## config.mk

```make
export PLATFORM = sky130hd
export DESIGN_NAME = control_hazard_unit
export DESIGN_NICKNAME = d
export VERILOG_FILES = /design/src/rtl/control_hazard_unit.sv
export SDC_FILE = /design/constraint.sdc
export NUM_CORES = 1
export LEC_CHECK = 0
export ABC_AREA = 1
export CAP_MARGIN = 20
export CORE_UTILIZATION = 55
export DETAILED_ROUTE_END_ITERATION = 8
export DONT_BUFFER_PORTS = 1
export PLACE_DENSITY = 0.69
export RECOVER_POWER = 100
export SLEW_MARGIN = 25
export SYNTH_ARGS = -nofsm -noshare
export SYNTH_HDL_FRONTEND = slang
export SYNTH_SLANG_ARGS = --single-unit
```

## constraint.sdc

```tcl
create_clock -name clk -period 1.25 [get_ports clk]
set_clock_uncertainty 0.05 [all_clocks]
set_input_delay 0.25 -clock clk [delete_from_list [all_inputs] [get_ports clk]]
set_output_delay 0.25 -clock clk [all_outputs]
set_load 0.01 [all_outputs]
```

## src/rtl/control_hazard_unit.sv

```systemverilog
// control_hazard_unit
//   Injects decode-stage bubbles after jumps (JAL/JALR) and taken conditional
//   branches, and counts the redirect events.
//   Ports:
//     clk, rst_n      clock, asynchronous active-low reset
//     opcode          decode-stage opcode (7 bits)
//     id_valid        decode holds a valid instruction
//     stall           load-use freeze; state and counters hold
//     br_resolved     EX resolves the pending branch this cycle
//     br_taken        resolved branch is taken (qualified by br_resolved)
//     flush           external redirect; returns to IDLE and kills the bubble
//     nop_inject      replace decode output with a NOP this cycle
//     busy            FSM is not IDLE
//     bubbles_left    remaining flush cycles (0 in IDLE/BWAIT)
//     event_cnt       saturating count of injected redirect events
module control_hazard_unit #(
  parameter int unsigned JUMP_BUBBLES   = 1,
  parameter int unsigned BRANCH_BUBBLES = 2,
  parameter bit          BRANCH_EN      = 1'b1,
  parameter int unsigned STAT_W         = 8
) (
  input  logic              clk,
  input  logic              rst_n,
  input  logic [6:0]        opcode,
  input  logic              id_valid,
  input  logic              stall,
  input  logic              br_resolved,
  input  logic              br_taken,
  input  logic              flush,
  output logic              nop_inject,
  output logic              busy,
  output logic [3:0]        bubbles_left,
  output logic [STAT_W-1:0] event_cnt
);

  localparam logic [6:0] OP_JAL    = 7'b1101111;
  localparam logic [6:0] OP_JALR   = 7'b1100111;
  localparam logic [6:0] OP_BRANCH = 7'b1100011;

  localparam logic [3:0] JB_RELOAD = 4'(JUMP_BUBBLES - 1);
  localparam logic [3:0] BB_RELOAD = 4'(BRANCH_BUBBLES - 1);

  typedef enum logic [1:0] {
    IDLE,
    JFLUSH,
    BWAIT,
    BFLUSH
  } state_t;

  state_t            state_q, state_d;
  logic [3:0]        bubbles_q, bubbles_d;
  logic [STAT_W-1:0] event_cnt_q, event_cnt_d;
  logic              cnt_inc;
  logic              jump_hit;
  logic              br_hit;

  assign jump_hit = id_valid && !stall && (opcode == OP_JAL || opcode == OP_JALR);
  assign br_hit   = BRANCH_EN && id_valid && !stall && (opcode == OP_BRANCH);

  always_comb begin
    state_d    = state_q;
    bubbles_d  = bubbles_q;
    nop_inject = 1'b0;
    cnt_inc    = 1'b0;

    case (state_q)
      IDLE: begin
        if (jump_hit) begin
          nop_inject = 1'b1;
          cnt_inc    = 1'b1;
          if (JUMP_BUBBLES > 1) begin
            state_d   = JFLUSH;
            bubbles_d = JB_RELOAD;
          end
        end else if (br_hit) begin
          state_d = BWAIT;
        end
      end
      BWAIT: begin
        nop_inject = 1'b1;
        if (!stall && br_resolved) begin
          if (br_taken) begin
            cnt_inc = 1'b1;
            if (BRANCH_BUBBLES > 1) begin
              state_d   = BFLUSH;
              bubbles_d = BB_RELOAD;
            end else begin
              state_d = IDLE;
            end
          end else begin
            state_d = IDLE;
          end
        end
      end
      JFLUSH, BFLUSH: begin
        nop_inject = 1'b1;
        if (!stall) begin
          bubbles_d = bubbles_q - 4'd1;
          if (bubbles_q == 4'd1) state_d = IDLE;
        end
      end
      default: begin
        state_d   = IDLE;
        bubbles_d = '0;
      end
    endcase

    // Flush overrides everything decided above, including the event count.
    if (flush) begin
      state_d    = IDLE;
      bubbles_d  = '0;
      nop_inject = 1'b0;
      cnt_inc    = 1'b0;
    end

    event_cnt_d = event_cnt_q;
    if (cnt_inc && event_cnt_q != '1) event_cnt_d = event_cnt_q + 1'b1;
  end

  always_ff @(posedge clk or negedge rst_n) begin
    if (!rst_n) begin
      state_q     <= IDLE;
      bubbles_q   <= '0;
      event_cnt_q <= '0;
    end else begin
      state_q     <= state_d;
      bubbles_q   <= bubbles_d;
      event_cnt_q <= event_cnt_d;
    end
  end

  assign busy         = (state_q != IDLE);
  assign bubbles_left = bubbles_q;
  assign event_cnt    = event_cnt_q;

endmodule
```

==> impl_metrics.json, run 1 <==
{
  "placed_cell_area_um2": 1160,
  "grt_pass1_vias": 971,
  "num-fill-cells": 119,
  "cap_violations": 0,
  "maxSlewViolCount": 0,
  "cp_data_arrival_time_ns": 1.06,
  "final.period_utilization_pct": 108.5,
  "required_ns": 0.95,
  "async_reset_ff_share_pct": 100.0,
  "syn_inst": 141,
  "drt_iter0_markers": 33,
  "antenna_cells": 0,
  "nets": 190,
  "synth-seq-cells": 14,
  "avgSynthCellArea_um2": 6.886,
  "gr-total-overflow": 0,
  "p_switching_uw": 830.8,
  "row_count": 14,
  "worst_pin_slew_ns": 0.6518,
  "setup_ws_ns": -0.1065,
  "final_cell_mix": "nand2_1 (37), nand3_1 (19), inv_1 (15), buf_4 (15), dfrtp_1 (11)",
  "grt_pass1_wl_um": 3988,
  "die_w_um": 44.02,
  "grt_setup_unrepaired": "true",
  "cts-root-buf": "clkbuf_4",
  "yosysTopAreaCell": "dfrtp_1",
  "clkPwrFrac_pct": 14.6,
  "synth-edff-count": 0,
  "critical_path_class": "register to output pin",
  "leakagePower_uw": 0.0006444,
  "via_count": 1039,
  "synth-warning-count": 0,
  "cts_tree": "built",
  "via_per_inst": 5.527,
  "setup_viol_count_final": 14,
  "dieArea_um2": 1937,
  "synth_seq_area_share_pct": 36.08,
  "seqPwrFrac_pct": 32.7,
  "clock.fmax_ghz": 0.7372,
  "p_per_area_nw_per_um2": 1539,
  "routed_wl_um": 2532,
  "cts_sinks": 14,
  "wl_per_cell_um": 13.47,
  "worstHoldPathType": "primary input to register",
  "final-hold-violation-count": 0,
  "dp_hpwl_um": 1678,
  "end_kind": "output pin",
  "first_pass_iters": 8,
  "period_needed_ns": 1.356,
  "drc": 2,
  "clock_latency_ns": 0.29,
  "synth_area_um2": 970.9,
  "final_area_um2": 1279,
  "dp_slack_ns": -0.08048,
  "die_height_um": 44.02,
  "detail-route-antenna-nets": 0,
  "layout_commonest_cell": "nand2_1",
  "slew_headroom_pct": 56.40,
  "violations": "design-rule violations, negative setup slack",
  "clockBufferDepth": 2,
  "numCtsBuffers": 3,
  "portBuffers": 0,
  "drive_above_1_share_pct": 31.98,
  "comb_power_share_pct": 52.6,
  "path_clk_slew_ns": 0.09,
  "syn2layout_area_growth_pct": 31.70,
  "grt_max_degree": 15,
  "antenna_found_initial": 0,
  "synth_top_area_share_pct": 36.08,
  "gp_congestion": 0.8410,
  "synth.distinct_cells": 22,
  "core_um2": 1577,
  "syn-num-nets": 158,
  "synth_area_leaders": "dfrtp_1 (36%), nand2_1 (16%), nand3_1 (11%)",
  "hold-worst-slack_ns": 0.09089,
  "vdd_ir_drop_max_mv": 1.567,
  "p_int_uw": 1137,
  "status": "finished, violations left",
  "track_usage_pct": 27.73,
  "io_pins": 28,
  "switching_share_pct": 42.21,
  "final_core_util_pct": 81.11,
  "synthFlopType": "dfrtp_1",
  "start_util_pct": 61.59,
  "htreeDepth": 1,
  "path_max_fanout": 5,
  "startpoint_type": "register"
}
-- flip-flops by register name, indices dropped and copies added, names as in the netlist --
register	count
state_q	2
bubbles_left	4
event_cnt	8
-- worst paths after layout --
check                                      from         endpoint  slack (ns)  depth (start not counted)
worst max-delay path                 state_q[0]             busy       -0.11                          3
worst min-delay path                      flush  bubbles_left[1]        0.09                          3
worst max register to register     event_cnt[1]     event_cnt[6]       -0.08                          7
worst min register to register  bubbles_left[1]  bubbles_left[1]        0.51                          2
max in group asynchronous                 rst_n       state_q[0]        0.31                          1
min in group asynchronous                 rst_n     event_cnt[5]        0.37                          1
-- worst max-delay path, stage by stage, from the launching register on --
cell	delay, ns
dfrtp_2	0.46
nor2_4	0.15
inv_2	0.06
buf_6	0.11
-- cells in the mapped netlist (2+ instances only) --
cell type  count
a21oi_1        2
dfrtp_1       14
ha_1           3
inv_1         20
nand2_1       41
nand3_1       21
nand4_1        4
nor2_1        12
nor3_1         3
o21ai_0        7
o21ai_1        2
xnor2_1        2
-- power groups by stage --
stage | combinational, µW | clock (µW) | sequential, µW
final | 1040 | 288 | 644
after global routing | 1130 | 296 | 652
after CTS | 938 | 286 | 637
after detailed placement | 753 | 0 | 639
after global placement | 742 | 0 | 632
after floorplan | 445 | 0 | 661
-- metrics by stage --
step / setup TNS, ns / std cells / power, µW
2_1_floorplan: -0.07350 / 141 / 1106
3_3_place_gp: -0.1217 / 177 / 1375
3_5_place_dp: -0.6992 / 177 / 1392
4_1_cts: -0.6524 / 187 / 1861
5_1_grt: -1.575 / 188 / 2081
6_report: -0.7698 / 188 / 1968
-- area by class of cell --
cell class	count	area, µm²	share of cell area (%)
Sequential cell	14	354.1	27.69
Multi-Input combinational cell	104	606.8	47.46
Timing Repair Buffer	29	192.7	15.07
Clock buffer	4	26.28	2.055
Tap cell	16	20.02	1.566
Inverter	21	78.83	6.164
-- repair_timing --
action                                  in CTS  in global routing
hold buffers                                 1                  0
hold endpoints to repair                    14                  0
cloned                                       1                  0
buffers inserted                             4                  1
pin swaps                                    3                  4
gates resized for setup                     13                 18
endpoints found under the setup margin      14                 17
-- per-layer routing --
layer	GRT usage [%]	part of all wire (%)	vias to the layer above
met5	0	0	-
met4	13.94	1.3	0
met3	6.939	6.6	4
li1	-	-	514
met1	35.53	45	477
met2	43.53	47	44
-- kinds of logic (layout without fill, tap and decap cells) --
kind of cell / after synthesis / count (layout) / synth area share [%]
simple gates: 85 / 86 / 40.33
buf+inv: 24 / 54 / 10.57
flops: 14 / 14 / 36.08
compound gates: 12 / 12 / 6.443
fa+ha+maj: 3 / 3 / 3.866
xor+xnor: 3 / 3 / 2.707
No activity file was read; power rests on OpenSTA's default activity.
==> run 2, diff against run 1 <==
--- a/config.mk
+++ b/config.mk
@@ -5,12 +5,11 @@
 export SDC_FILE = /design/constraint.sdc
 export NUM_CORES = 1
 export LEC_CHECK = 0
-export ABC_AREA = 1
 export CAP_MARGIN = 20
-export CORE_UTILIZATION = 55
+export CORE_UTILIZATION = 53
 export DETAILED_ROUTE_END_ITERATION = 8
 export DONT_BUFFER_PORTS = 1
-export PLACE_DENSITY = 0.69
+export PLACE_DENSITY = 0.67
 export RECOVER_POWER = 100
 export SLEW_MARGIN = 25
 export SYNTH_ARGS = -nofsm -noshare
==> run 2 against run 1 <==
  * The flow finishes with violations (negative setup slack)
  * Die area down 15%
  * Synthesized cell count down 44%
  * First-iteration DRC count down 70%
  * Flip-flop and latch count unchanged
  * Utilization up 5.7 points
  * Clock power up 16%
  * Maximum frequency down 23%
  * Via count down 30%
  * Clock-buffer cell count unchanged
  * Synthesized area down 19%
  * Sequential power down 28%
  * Largest cell class unchanged
  * Largest power group is now sequential cells
==> impl_metrics.json, run 2 <==
{
  "final_cell_mix": "buf_4 (20), dfrtp_1 (14), nand2_1 (7)",
  "final-hold-violation-count": 0,
  "worstPathCellList": "ha_2, and3_4, a311o_1, a21oi_4, mux2_4",
  "worst_pin_slew_ns": 0.6440,
  "critPathTopFamily": "compound AO/OA/AOI/OAI gates",
  "grt_max_degree": 15,
  "max_stage_delay_ns": 0.39,
  "startpoint_type": "register",
  "gr-total-overflow": 0,
  "largest_reg_flops": 8,
  "io_pins": 28,
  "period_needed_ns": 1.764,
  "row_count": 13,
  "violations": "negative setup slack",
  "synthFlopType": "dfrtp_1",
  "grt_pass1_vias": 651,
  "syn2layout_area_growth_pct": 47.29,
  "final.period_utilization_pct": 141.1,
  "cap_violations": 0,
  "htreeDepth": 1,
  "dp_slack_ns": -0.5511,
  "drt_iter0_markers": 10,
  "worstHoldPathType": "primary input to register",
  "synth_area_leaders": "dfrtp_1 (45%), xnor2_1 (6.7%), ha_1 (4.8%)",
  "setup_viol_count_final": 16,
  "cts_tree": "built",
  "layout_commonest_cell": "buf_4",
  "numCtsBuffers": 3,
  "syn_inst": 79,
  "async_reset_ff_share_pct": 100.0,
  "setup_ws_ns": -0.5136,
  "synth_area_um2": 785.8,
  "path_max_fanout": 8,
  "routed_wl_um": 2019,
  "portBuffers": 0,
  "grt_setup_unrepaired": "true",
  "crit_buf_inv": 0,
  "dieArea_um2": 1641,
  "start_util_pct": 58.91,
  "first_pass_iters": 4,
  "synth-seq-cells": 14,
  "clock.fmax_ghz": 0.5670,
  "core_um2": 1334,
  "synth_seq_area_share_pct": 44.59,
  "track_usage_pct": 25.81,
  "post-place-cells": 116,
  "drc": 0,
  "wl_per_cell_um": 15.90,
  "cts-root-buf": "clkbuf_4",
  "syn-num-nets": 96,
  "gp_congestion": 0.7288,
  "via_per_inst": 5.748,
  "yosysMostFrequentCell": "dfrtp_1",
  "cp_data_arrival_time_ns": 1.89,
  "cpMaxStageDelayCell": "dfrtp_1",
  "fin_cells": 127,
  "antenna_found_initial": 0,
  "dp_hpwl_um": 1252,
  "path_clk_slew_ns": 0.09,
  "status": "finished, violations left",
  "clock_latency_ns": 0.28,
  "m1WireLength_um": 853,
  "synth-warning-count": 0,
  "synth-edff-count": 0,
  "maxSlewViolCount": 0,
  "p_per_area_nw_per_um2": 766.7,
  "end_kind": "register",
  "drive_above_1_share_pct": 45.54,
  "r2r_slack_ns": -0.51,
  "route.met3.wl_um": 81,
  "critical_path_class": "register to register",
  "cts_sinks": 14,
  "required_ns": 1.38,
  "detail-route-antenna-nets": 0,
  "nets": 130,
  "synth.distinct_cells": 29,
  "via_count": 730,
  "avgSynthCellArea_um2": 9.946,
  "leakagePower_uw": 0.0005424,
  "slew_headroom_pct": 56.92,
  "yosysTopAreaCell": "dfrtp_1",
  "vdd_ir_drop_max_mv": 0.6426,
  "yosys-top-cells-count": "dfrtp_1 (14), nand2_1 (8), xnor2_1 (6)",
  "antenna_cells": 0,
  "clockBufferDepth": 2,
  "die_w_um": 40.51,
  "hold-worst-slack_ns": 0.1036,
  "synth_top_area_share_pct": 44.59,
  "die_height_um": 40.51,
  "highest_layer": "met4",
  "routed-wl-met2_um": 1042,
  "final_core_util_pct": 86.77,
  "grt_pass1_wl_um": 2697
}
run 2: cell types whose count changed in the layout (fill, tap and decap cells not counted), sizes merged, moves of 5 or more:
cell    previous run  this run
nor2              12         5
nand3             22         1
nand2             45         8
buf               17        26
inv               21         3
clkbuf            15         6
o21ai              9         4
run 2: worst reg2reg max path, stage by stage, from the launching register on:
cell,delay [ns]
dfrtp_1,0.39
ha_2,0.19
and3_4,0.15
a311o_1,0.30
a21oi_4,0.25
mux2_4,0.33
run 2: per-stage QoR:
| stage | setup TNS [ns] | power (µW) | instance area (µm²) |
|---|---|---|---|
| 2_1_floorplan | -4.063 | 512.8 | 803.3 |
| 3_3_place_gp | -4.281 | 533.3 | 983.4 |
| 3_5_place_dp | -4.648 | 535.4 | 983.4 |
| 4_1_cts | -4.500 | 889.6 | 1109 |
| 5_1_grt | -6.702 | 914.0 | 1157 |
| 6_report | -5.592 | 887.4 | 1157 |
run 2: routing by layer:
| layer | GRT usage, % | up-vias |
|---|---|---|
| li1 | - | 350 |
| met1 | 28.13 | 346 |
| met2 | 48.02 | 26 |
| met3 | 4.444 | 8 |
| met4 | 10.83 | 0 |
| met5 | 0 | - |
run 2: report_power, final:
part | internal (µW) | total (µW) | switching, µW
combinational | 44.5 | 87.8 | 43.3
sequential | 459 | 466 | 6.83
clock | 177 | 334 | 156
run 2: cell type report:
cell class | count | area [µm²]
sequential | 14 | 350.3
timing repair buffer | 30 | 247.7
fill | 74 | 176.4
inverter | 3 | 11.26
clock buffer | 4 | 36.28
tap | 15 | 18.77
multi-input combinational | 61 | 493.0
run 2: timing repair:
action,4_1_cts,5_1_grt
gates resized for setup,13,7
pin swaps,11,5
buffers inserted,2,3
endpoints found under the setup margin,17,17
hold buffers,2,0
hold endpoints to repair,15,0
run 2: final timing paths:
path	end	from	cells after the start
worst max-delay path	event_cnt[1]	event_cnt[1]	5
worst min-delay path	state_q[0]	flush	2
min in group asynchronous	state_q[1]	rst_n	1
worst max register to register	event_cnt[1]	event_cnt[1]	5
max in group asynchronous	bubbles_left[3]	rst_n	1
worst min register to register	event_cnt[6]	event_cnt[6]	2
run 2: logic make-up after synthesis:
group	Yosys count	synth area share, %
and+or+nand+nor	35	25.48
adders and majority gates	3	4.778
muxes	1	1.433
DFF	14	44.59
xor gates and xnor gates	7	7.803
AOI/OAI and AO/OA	15	13.06
buffers and inverters	4	2.866
